--- src/rtl/rv32_core_pkg.sv ---
// Shared RV32 core definitions: fetch-controller state encoding, NOP word and default vectors.
package rv32_core_pkg;

  typedef enum logic [2:0] {
    ST_RESET = 3'd0,
    ST_FETCH = 3'd1,
    ST_EXEC  = 3'd2,
    ST_TRAP  = 3'd3,
    ST_HALT  = 3'd4
  } fetch_state_e;

  localparam logic [31:0] NOP_INSTR        = 32'h0000_0013;
  localparam logic [31:0] DEFAULT_RESET_PC = 32'h0000_0000;
  localparam logic [31:0] DEFAULT_TRAP_VEC = 32'h0000_0100;

  // Only the two low target bits decide word alignment.
  function automatic logic is_misaligned(input logic [1:0] target_lsbs);
    return target_lsbs != 2'b00;
  endfunction

endpackage

--- src/rtl/pc_fetch_ctrl_if.sv ---
// Fetch/execute handshake bundle between pc_fetch_ctrl (master) and imem/execute side (slave).
interface pc_fetch_ctrl_if;

  logic        imem_req;
  logic [31:0] imem_addr;
  logic        imem_ack;
  logic [31:0] imem_rdata;
  logic [31:0] instr;
  logic        instr_valid;
  logic [31:0] pc_current;
  logic [31:0] pc_next;
  logic        exec_done;
  logic        stall;
  logic        halt_req;
  logic        trap;
  logic [31:0] trap_epc;
  logic [31:0] trap_tval;
  logic        halted;
  logic [31:0] retire_cnt;

  modport master (
    output imem_req, imem_addr, instr, instr_valid, pc_current,
           trap, trap_epc, trap_tval, halted, retire_cnt,
    input  imem_ack, imem_rdata, pc_next, exec_done, stall, halt_req
  );

  modport slave (
    input  imem_req, imem_addr, instr, instr_valid, pc_current,
           trap, trap_epc, trap_tval, halted, retire_cnt,
    output imem_ack, imem_rdata, pc_next, exec_done, stall, halt_req
  );

endinterface

--- src/rtl/retire_counter.sv ---
// 32-bit enabled wrap-around counter of retired instructions, async active-low clear.
module retire_counter (
  input  logic        clk,
  input  logic        rst_n,
  input  logic        en_i,
  output logic [31:0] cnt_o
);

  logic [31:0] cnt_q;
  logic [31:0] cnt_d;

  // Modulo-2^32 wrap falls out of the fixed-width add.
  always_comb begin
    cnt_d = cnt_q;
    if (en_i) cnt_d = cnt_q + 32'd1;
  end

  always_ff @(posedge clk or negedge rst_n) begin
    if (!rst_n) cnt_q <= 32'd0;
    else        cnt_q <= cnt_d;
  end

  assign cnt_o = cnt_q;

endmodule

--- src/rtl/pc_fetch_ctrl.sv ---
// RV32I program-counter sequencer: owns the PC, runs the imem fetch handshake,
// commits execute targets, traps misaligned targets and halts on request.
//   state    | meaning
//   ST_RESET | held in reset, leaves to FETCH on first edge after release
//   ST_FETCH | imem_req high at pc_current, wait for imem_ack
//   ST_EXEC  | instr_valid high, wait for exec_done with stall low
//   ST_TRAP  | one-cycle trap pulse, PC already at TRAP_VEC
//   ST_HALT  | sticky stop, only reset exits
module pc_fetch_ctrl
  import rv32_core_pkg::*;
#(
  parameter logic [31:0] RESET_PC = DEFAULT_RESET_PC,
  parameter logic [31:0] TRAP_VEC = DEFAULT_TRAP_VEC
) (
  input logic             clk,
  input logic             rst_n,
  pc_fetch_ctrl_if.master bus
);

  fetch_state_e state_q, state_d;
  logic [31:0]  pc_q, pc_d;
  logic [31:0]  instr_q, instr_d;
  logic [31:0]  epc_q, epc_d;
  logic [31:0]  tval_q, tval_d;
  logic         retire_en;

  always_ff @(posedge clk or negedge rst_n) begin
    if (!rst_n) begin
      state_q <= ST_RESET;
      pc_q    <= RESET_PC;
      instr_q <= NOP_INSTR;
      epc_q   <= 32'd0;
      tval_q  <= 32'd0;
    end else begin
      state_q <= state_d;
      pc_q    <= pc_d;
      instr_q <= instr_d;
      epc_q   <= epc_d;
      tval_q  <= tval_d;
    end
  end

  always_comb begin
    state_d   = state_q;
    pc_d      = pc_q;
    instr_d   = instr_q;
    epc_d     = epc_q;
    tval_d    = tval_q;
    retire_en = 1'b0;
    case (state_q)
      ST_RESET: state_d = ST_FETCH;
      ST_FETCH: begin
        if (bus.imem_ack) begin
          instr_d = bus.imem_rdata;
          state_d = ST_EXEC;
        end
      end
      ST_EXEC: begin
        // Halt outranks the alignment check, so ECALL with a junk target never traps.
        if (bus.exec_done && !bus.stall) begin
          if (bus.halt_req) begin
            retire_en = 1'b1;
            state_d   = ST_HALT;
          end else if (is_misaligned(bus.pc_next[1:0])) begin
            epc_d   = pc_q;
            tval_d  = bus.pc_next;
            pc_d    = TRAP_VEC;
            state_d = ST_TRAP;
          end else begin
            pc_d      = bus.pc_next;
            retire_en = 1'b1;
            state_d   = ST_FETCH;
          end
        end
      end
      ST_TRAP: state_d = ST_FETCH;
      ST_HALT: state_d = ST_HALT;
      default: state_d = ST_RESET;
    endcase
  end

  retire_counter u_retire (
    .clk   (clk),
    .rst_n (rst_n),
    .en_i  (retire_en),
    .cnt_o (bus.retire_cnt)
  );

  assign bus.imem_req    = (state_q == ST_FETCH);
  assign bus.imem_addr   = pc_q;
  assign bus.instr       = instr_q;
  assign bus.instr_valid = (state_q == ST_EXEC);
  assign bus.pc_current  = pc_q;
  assign bus.trap        = (state_q == ST_TRAP);
  assign bus.trap_epc    = epc_q;
  assign bus.trap_tval   = tval_q;
  assign bus.halted      = (state_q == ST_HALT);

endmodule

--- src/flat_wrapper.sv ---
// flat-port wrapper written by rule: the top's interface ports become plain ports
module pc_fetch_ctrl_flat import rv32_core_pkg::*;
#(
  parameter logic [31:0] RESET_PC = DEFAULT_RESET_PC,
  parameter logic [31:0] TRAP_VEC = DEFAULT_TRAP_VEC
)
  (clk, rst_n, bus_imem_req, bus_imem_addr, bus_instr, bus_instr_valid, bus_pc_current, bus_trap, bus_trap_epc, bus_trap_tval, bus_halted, bus_retire_cnt, bus_imem_ack, bus_imem_rdata, bus_pc_next, bus_exec_done, bus_stall, bus_halt_req);
  pc_fetch_ctrl_if bus_i ();
  input logic clk;
  input logic rst_n;
  output wire logic [$bits(bus_i.imem_req)-1:0] bus_imem_req;
  output wire logic [$bits(bus_i.imem_addr)-1:0] bus_imem_addr;
  output wire logic [$bits(bus_i.instr)-1:0] bus_instr;
  output wire logic [$bits(bus_i.instr_valid)-1:0] bus_instr_valid;
  output wire logic [$bits(bus_i.pc_current)-1:0] bus_pc_current;
  output wire logic [$bits(bus_i.trap)-1:0] bus_trap;
  output wire logic [$bits(bus_i.trap_epc)-1:0] bus_trap_epc;
  output wire logic [$bits(bus_i.trap_tval)-1:0] bus_trap_tval;
  output wire logic [$bits(bus_i.halted)-1:0] bus_halted;
  output wire logic [$bits(bus_i.retire_cnt)-1:0] bus_retire_cnt;
  input wire logic [$bits(bus_i.imem_ack)-1:0] bus_imem_ack;
  input wire logic [$bits(bus_i.imem_rdata)-1:0] bus_imem_rdata;
  input wire logic [$bits(bus_i.pc_next)-1:0] bus_pc_next;
  input wire logic [$bits(bus_i.exec_done)-1:0] bus_exec_done;
  input wire logic [$bits(bus_i.stall)-1:0] bus_stall;
  input wire logic [$bits(bus_i.halt_req)-1:0] bus_halt_req;
  assign bus_imem_req = bus_i.imem_req;
  assign bus_imem_addr = bus_i.imem_addr;
  assign bus_instr = bus_i.instr;
  assign bus_instr_valid = bus_i.instr_valid;
  assign bus_pc_current = bus_i.pc_current;
  assign bus_trap = bus_i.trap;
  assign bus_trap_epc = bus_i.trap_epc;
  assign bus_trap_tval = bus_i.trap_tval;
  assign bus_halted = bus_i.halted;
  assign bus_retire_cnt = bus_i.retire_cnt;
  assign bus_i.imem_ack = bus_imem_ack;
  assign bus_i.imem_rdata = bus_imem_rdata;
  assign bus_i.pc_next = bus_pc_next;
  assign bus_i.exec_done = bus_exec_done;
  assign bus_i.stall = bus_stall;
  assign bus_i.halt_req = bus_halt_req;
  pc_fetch_ctrl #(.RESET_PC(RESET_PC), .TRAP_VEC(TRAP_VEC)) u_core (.clk(clk), .rst_n(rst_n), .bus(bus_i));
endmodule
--- config.mk ---
export PLATFORM = sky130hd
export DESIGN_NAME = pc_fetch_ctrl_flat
export DESIGN_NICKNAME = d
export VERILOG_FILES = /design/src/rtl/rv32_core_pkg.sv /design/src/rtl/pc_fetch_ctrl_if.sv /design/src/rtl/retire_counter.sv /design/src/rtl/pc_fetch_ctrl.sv /design/src/flat_wrapper.sv
export SDC_FILE = /design/constraint.sdc
export NUM_CORES = 1
export LEC_CHECK = 0
export CAP_MARGIN = 20
export CORE_AREA = 2 2 136 138
export CTS_CLUSTER_DIAMETER = 80
export DETAILED_ROUTE_END_ITERATION = 8
export DIE_AREA = 0 0 138 140
export MAX_ROUTING_LAYER = met4
export PLACE_DENSITY = 0.83
export REMOVE_ABC_BUFFERS = 1
export SETUP_SLACK_MARGIN = 0.4
export SYNTH_ARGS = -nofsm -noshare
export SYNTH_HDL_FRONTEND = slang
export SYNTH_HIERARCHICAL = 1
export SYNTH_SLANG_ARGS = --single-unit
--- constraint.sdc ---
create_clock -name clk -period 3.1 [get_ports clk]
set_input_delay 0.62 -clock clk [delete_from_list [all_inputs] [get_ports clk]]
set_output_delay 0.62 -clock clk [all_outputs]
set_load 0.01 [all_outputs]
==> impl_metrics.tcl, run 1 <==
set metrics [dict create \
    post_layout_nonfiller_instances 983 \
    via_count 4872 \
    whs_ps 135 \
    grt_pass1_wl_um 28700 \
    path_class "flop to output port" \
    ant_nets 0 \
    synth-seq-cells 163 \
    status "finished clean" \
    drc 0 \
    highest_layer "met4" \
    min_path_type "primary input to asynchronous set/reset pin" \
    finClkSkew_ps 6.76 \
    die-area_um2 19300 \
    die_x_um 138 \
    seq_area_frac_synth_pct 57.7 \
    rows 49 \
    track_usage_pct 19.1 \
    synth_edf_count 0 \
    final_util_pct 58.8 \
    dp_cells 951 \
    antenna_found_initial 0 \
    coreArea_um2 17800 \
    clock_path_buffers 2 \
    final_max_slew_viol_count 0 \
    finalHoldViolations 0 \
    grt_overflow 0 \
    port_buffers 265 \
    yosys-top-cells-area "dfrtp_1 (57%), mux2_4 (13%), mux2_2 (5.7%)" \
    total_leakage_power_nw 4.76 \
    htree_levels 4 \
    cts_hold_buf 0 \
    wirelength_um 17900 \
    synth_async_sr_flop_share_pct 100 \
    wl_met2_um 8850 \
    drt_iter0_markers 210 \
    period_minus_slack_ps 2580 \
    met3_length_um 791 \
    numCtsBuffers 17 \
    antenna_cells 0 \
    io_pins 266 \
    netlist_area_um2 7070 \
    drv_cap 0 \
    fmax_mhz 387 \
    ir_drop_mv 0.433 \
    slew-limit-headroom_pct 57.5 \
    place_area_um2 9840 \
    wl_per_cell_um 18.3 \
    cts_tree "done" \
    p_per_area_nw_per_um2 741 \
    cp_max_fo 14 \
    dr.pass1.iters 4 \
    path_clk_slew_ps 70 \
    initial_core_util_pct 39.8 \
    syn_avg_cell_area_um2 14.4 \
    fillers 1443 \
    yosys_warnings 6 \
    areaGrowthSynthToFinish_pct 47.9 \
    die_y_um 140 \
    m1WireLength_um 7960 \
    hpwl_um 12800 \
    total_power_mw 7.75 \
    insertion_delay_ps 420 \
    vias_per_cell 4.96 \
    synth_cell_types 36 \
    grt_pass1_vias 5084 \
    yosys.area.top_type_share_pct 56.6 \
    rsz0062_at_grt "no" \
    setup_viol_count_final 0 \
    arrival_ps 1960 \
    layout-drive-gt1-share_pct 25.7 \
    num-nets-final 812 \
    cp.required_ps 2480 \
    critPathLaunchType "flop" \
    endpoint_kind "output port" \
    synth_top_cell_by_area "dfrtp_1" \
    grt_max_degree 60 \
    clkSinkCount 163 \
    synth_cells 492 \
    clockRootBuffer "clkbuf_16" \
    gp_congestion 0.787 \
    ys.flop_type "dfrtp_1" \
    final_cell_area_um2 10500 \
    post-route-period-util_pct 83.3 \
    worst_pin_slew_ps 632 \
]
-- cells in the final DEF (no fill, tap or decap), drive strengths merged, types with 5 or more instances in the layout --
| cell | Yosys | final |
|---|---|---|
| nor4 | 6 | 6 |
| nand3 | 11 | 11 |
| nand2 | 12 | 12 |
| and3 | 5 | 5 |
| a21bo | 31 | 31 |
| inv | 4 | 8 |
| nor2 | 6 | 6 |
| nor3 | 10 | 10 |
| xor2 | 12 | 12 |
| nand4 | 40 | 40 |
| clkdlybuf4s50 | 0 | 264 |
| clkbuf | 12 | 18 |
| xnor2 | 19 | 19 |
| dfrtp | 160 | 160 |
| mux2 | 96 | 96 |
| buf | 43 | 21 |
-- critical path, cell delays in order (launching register included) --
cell	delay (ps)
dfrtp_2	490
nor3b_4	290
buf_6	210
clkdlybuf4s50_1	560
-- repair_timing --
| item | in CTS | in global routing |
|---|---|---|
| gates resized for setup | 1 | 2 |
| setup endpoints to repair | 1 | 1 |
| pin swaps | 0 | 0 |
| buffers inserted | 0 | 0 |
-- through the flow --
stage / setup WS [ps] / setup TNS [ps]
2_1_floorplan: -2300 / -157660
3_3_place_gp: 198 / 0
3_5_place_dp: 134 / 0
4_1_cts: 436 / 0
5_1_grt: 410 / 0
6_report: 517 / 0
-- flip-flops by register name, indices dropped and copies added, names as in the netlist --
register and count:
u_core/bus.trap_epc 32, u_core/bus.imem_addr 32, u_core/u_retire/cnt_o 32, u_core/state_q 3
u_core/bus.instr 32, u_core/bus.trap_tval 32
-- synth_stat cells (all sizes together) (4+ instances only) --
| cell type | count |
|---|---|
| nand3 | 11 |
| nor4 | 6 |
| and4 | 4 |
| nor2 | 6 |
| and3 | 5 |
| nor3 | 10 |
| xnor2 | 19 |
| mux2 | 96 |
| xor2 | 12 |
| inv | 4 |
| clkbuf | 12 |
| buf | 43 |
| nor3b | 4 |
| dfrtp | 160 |
| and2 | 4 |
| a21bo | 31 |
| nand4 | 40 |
| nand2 | 12 |
-- layout make-up --
type	instances	area [um2]	share of cell area (%)
Tap cell	229	287	2.74
Sequential cell	163	4090	39.1
Multi-Input combinational cell	270	2610	25.0
Inverter	4	15.0	0.144
Clock buffer	18	439	4.20
Clock inverter	14	176	1.69
Timing Repair Buffer	285	2850	27.2
-- logic make-up after synthesis --
| logic type | count (synthesis) | share of synthesized area [%] |
|---|---|---|
| AOI/OAI and AO/OA | 34 | 4.72 |
| DFF | 163 | 57.7 |
| xor gates and xnor gates | 31 | 3.84 |
| and+or+nand+nor | 108 | 9.53 |
| buffers and inverters | 59 | 5.55 |
| muxes | 96 | 18.5 |
| adders and majority gates | 1 | 0.177 |
-- worst paths after layout --
kind                                                       start                               endpoint  slack, ps  cells after the start
setup / recovery                   u_core/state_q[2]$_DFFE_PN0P_                        bus_instr_valid        520                      3
hold / removal                                             rst_n     u_core/bus.trap_epc[7]$_DFFE_PN0P_        140                      1
hold reg to reg            u_core/u_retire/cnt_o[28]$_DFFE_PN0P_  u_core/u_retire/cnt_o[28]$_DFFE_PN0P_        490                      1
setup reg to reg                   u_core/state_q[2]$_DFFE_PN0P_  u_core/u_retire/cnt_o[23]$_DFFE_PN0P_        670                      7
max in group asynchronous                                  rst_n        u_core/bus.instr[1]$_DFFE_PN1P_       2140                      2
min in group clk           u_core/u_retire/cnt_o[28]$_DFFE_PN0P_  u_core/u_retire/cnt_o[28]$_DFFE_PN0P_        490                      1
-- layer usage --
metal  track usage, %  vias to the layer above
li1                 -                     2227
met5                -                        -
met3             4.03                       24
met2             30.8                      155
met4             5.91                        0
met1             24.5                     2466
-- power by group --
part           leakage (nW)  switching [mW]  internal (mW)
clock                 0.297           0.882           1.30
sequential             2.15           0.349           2.64
combinational          2.32           0.939           1.63
total                  4.76            2.17           5.58
Note: power is estimated with default switching activity, not from simulation.
==> run 2, diff against run 1 <==
CORE_AREA = 2 2 129 131   (was 2 2 136 138)
DIE_AREA = 0 0 131 133   (was 0 0 138 140)
PLACE_DENSITY = 0.87   (was 0.83)
clock period = 2.66 ns   (was 3.1 ns; I/O delays follow)
==> run 2 against run 1 <==
- register-to-register slack worse by 250 ps
- sequential share of layout area decreased by 0.84 points
- highest routed layer unchanged
- final area up 2.2%
- total power increased by 17%
- die area is 9.8% lower
- via count is 5.1% higher
- first-iteration DRC count increased by 12%
- sequential power grew 18%
- core utilization rose by 7.3 points
- wire length is 5.9% higher
- clock power rose by 16%
- global-route usage grew 3.9 points
==> impl_metrics.tcl, run 2 (synthesis gave the netlist of run 1 again) <==
set metrics [dict create \
    cts_tree "done" \
    startpoint "bus_stall" \
    final_common_cell "clkdlybuf4s50_1" \
    vias_per_cell 5.17 \
    status "finished clean" \
    dp_cells 951 \
    p_clk_share_pct 27.8 \
    critPathLaunchType "primary input" \
    path_class "primary input to flop" \
    path_clk_slew_ps 60 \
    numCtsBuffers 17 \
    via_count 5119 \
    r2r_slack_ps 420 \
    worst_pin_slew_ps 645 \
    clock_path_buffers 2 \
    clockRootBuffer "clkbuf_16" \
    ir_drop_mv 0.458 \
    finalHoldViolations 0 \
    r2r_cells 8 \
    p_sw_mw 2.53 \
    wirelength_um 19000 \
    fillers 1131 \
    dr.pass1.iters 5 \
    grt_pass1_vias 5572 \
    p_sw_share_pct 27.9 \
    endpoint_kind "flop" \
    tns_ps 0 \
    grt_max_degree 59 \
    seqCellArea_um2 4090 \
    internal-power_mw 6.54 \
    io_pins 266 \
    cp.required_ps 3000 \
    fmax_mhz 438 \
    gp_congestion 0.845 \
    rsz0062_at_grt "yes" \
    final_util_pct 66.1 \
    combPwrFrac_pct 33.4 \
    wl_per_cell_um 19.2 \
    rr_endpoint "u_core/u_retire/cnt_o[23]$_DFFE_PN0P_" \
    track_usage_pct 23.0 \
    finClkSkew_ps 8.45 \
    post_layout_nonfiller_instances 991 \
    final_max_slew_viol_count 0 \
    min_path_type "primary input to asynchronous set/reset pin" \
    insertion_delay_ps 420 \
    period_minus_slack_ps 2280 \
    arrival_ps 2620 \
    drc 0 \
    total_leakage_power_nw 4.94 \
    seqPwrFrac_pct 38.8 \
    die-area_um2 17400 \
    grt_pass1_wl_um 30100 \
    antenna_found_initial 1 \
    slew-limit-headroom_pct 56.6 \
    multi_input_area_um2 2680 \
    rows 47 \
    clkSinkCount 163 \
    grt_overflow 0 \
    reg2reg_from "u_core/state_q[0]$_DFFE_PN0P_" \
    num-nets-final 828 \
    p_per_area_nw_per_um2 848 \
    coreArea_um2 16200 \
    final_cell_area_um2 10700 \
    layout-drive-gt1-share_pct 28.1 \
    post-route-period-util_pct 85.7 \
    setup_viol_count_final 0 \
    drt_iter0_markers 236 \
    ant_nets 0 \
    final_cell_mix "clkdlybuf4s50_1 (256), dfrtp_1 (157), mux2_4 (60)" \
    place_area_um2 9940 \
    die_y_um 133 \
    initial_core_util_pct 43.7 \
    htree_levels 4 \
    drv_cap 0 \
    port_buffers 265 \
    cp-endpoint "u_core/u_retire/cnt_o[23]$_DFFE_PN0P_" \
    cp_max_fo 3 \
    areaGrowthSynthToFinish_pct 51.2 \
    hpwl_um 13600 \
    die_x_um 131 \
]
run 2: cell count changes in the layout (fill, tap and decap cells not counted), sizes merged:
cell           previous run  this run
buf                      21        37
dlygate4sd2               0         6
dlymetal6s2s              0         2
clkinv                    4         2
clkbuf                   18        21
inv                       8         6
clkdlybuf4s50           264       256
clkinvlp                  3         4
diode                     0         1
run 2: stage by stage:
step | worst slack, ps | hold slack (ps) | total power [mW]
after CTS | 403 | 56.9 | 9.16
after detailed placement | -313 | 486 | 6.59
after global placement | -182 | 468 | 6.45
after floorplan | -2650 | 236 | 4.70
final | 379 | 39.6 | 9.07
after global routing | 323 | 69.3 | 9.49
run 2: area by class of cell:
| type | instances | area share [%] |
|---|---|---|
| timing repair buffer | 301 | 28.3 |
| clock inverter | 11 | 1.42 |
| tap | 220 | 2.57 |
| clock buffer | 21 | 4.31 |
| inverter | 4 | 0.140 |
| sequential | 163 | 38.2 |
| multi-input combinational | 270 | 25.0 |
| antenna | 1 | 0.0234 |
run 2: routing by layer:
metal  vias up  wire length [um]  global-route usage (%)
met5         -                 0                       -
met4         0               538                    10.1
met3        42               912                    4.41
met2       185             10200                    38.9
met1      2626              7310                    26.3
li1       2266                 -                       -
run 2: how the worst min path moves through the flow:
stage / end / depth (start not counted)
floorplan: u_core/bus.imem_addr[0]$_DFFE_PN0P_ / 0
global placement: u_core/u_retire/cnt_o[31]$_DFFE_PN0P_ / 1
detailed placement: u_core/bus.trap_tval[0]$_DFFE_PN0P_ / 1
CTS: u_core/bus.trap_tval[13]$_DFFE_PN0P_ / 1
global route: u_core/bus.trap_tval[13]$_DFFE_PN0P_ / 1
finish: u_core/bus.trap_tval[13]$_DFFE_PN0P_ / 1
run 2: power groups by stage:
stage	Sequential (mW)	Combinational, mW	Clock (mW)
floorplan	3.81	0.893	0
global placement	3.51	2.94	0
global route	3.60	3.21	2.68
CTS	3.53	3.07	2.57
finish	3.52	3.03	2.52
detailed placement	3.57	3.02	0
run 2: what timing repair did:
action                     CTS  global route
buffers inserted             7             0
setup endpoints to repair   19            12
resized for setup           17             8
hold buffers                 0             0
pin swaps                    8             2
run 2: worst max-delay path: stages:
cell,delay [ps]
clkdlybuf4s50_1,430
nand2b_4,170
nor3b_2,170
buf_4,130
buf_4,110
nand4_4,110
or4_4,480
nor4_4,280
xor2_1,200
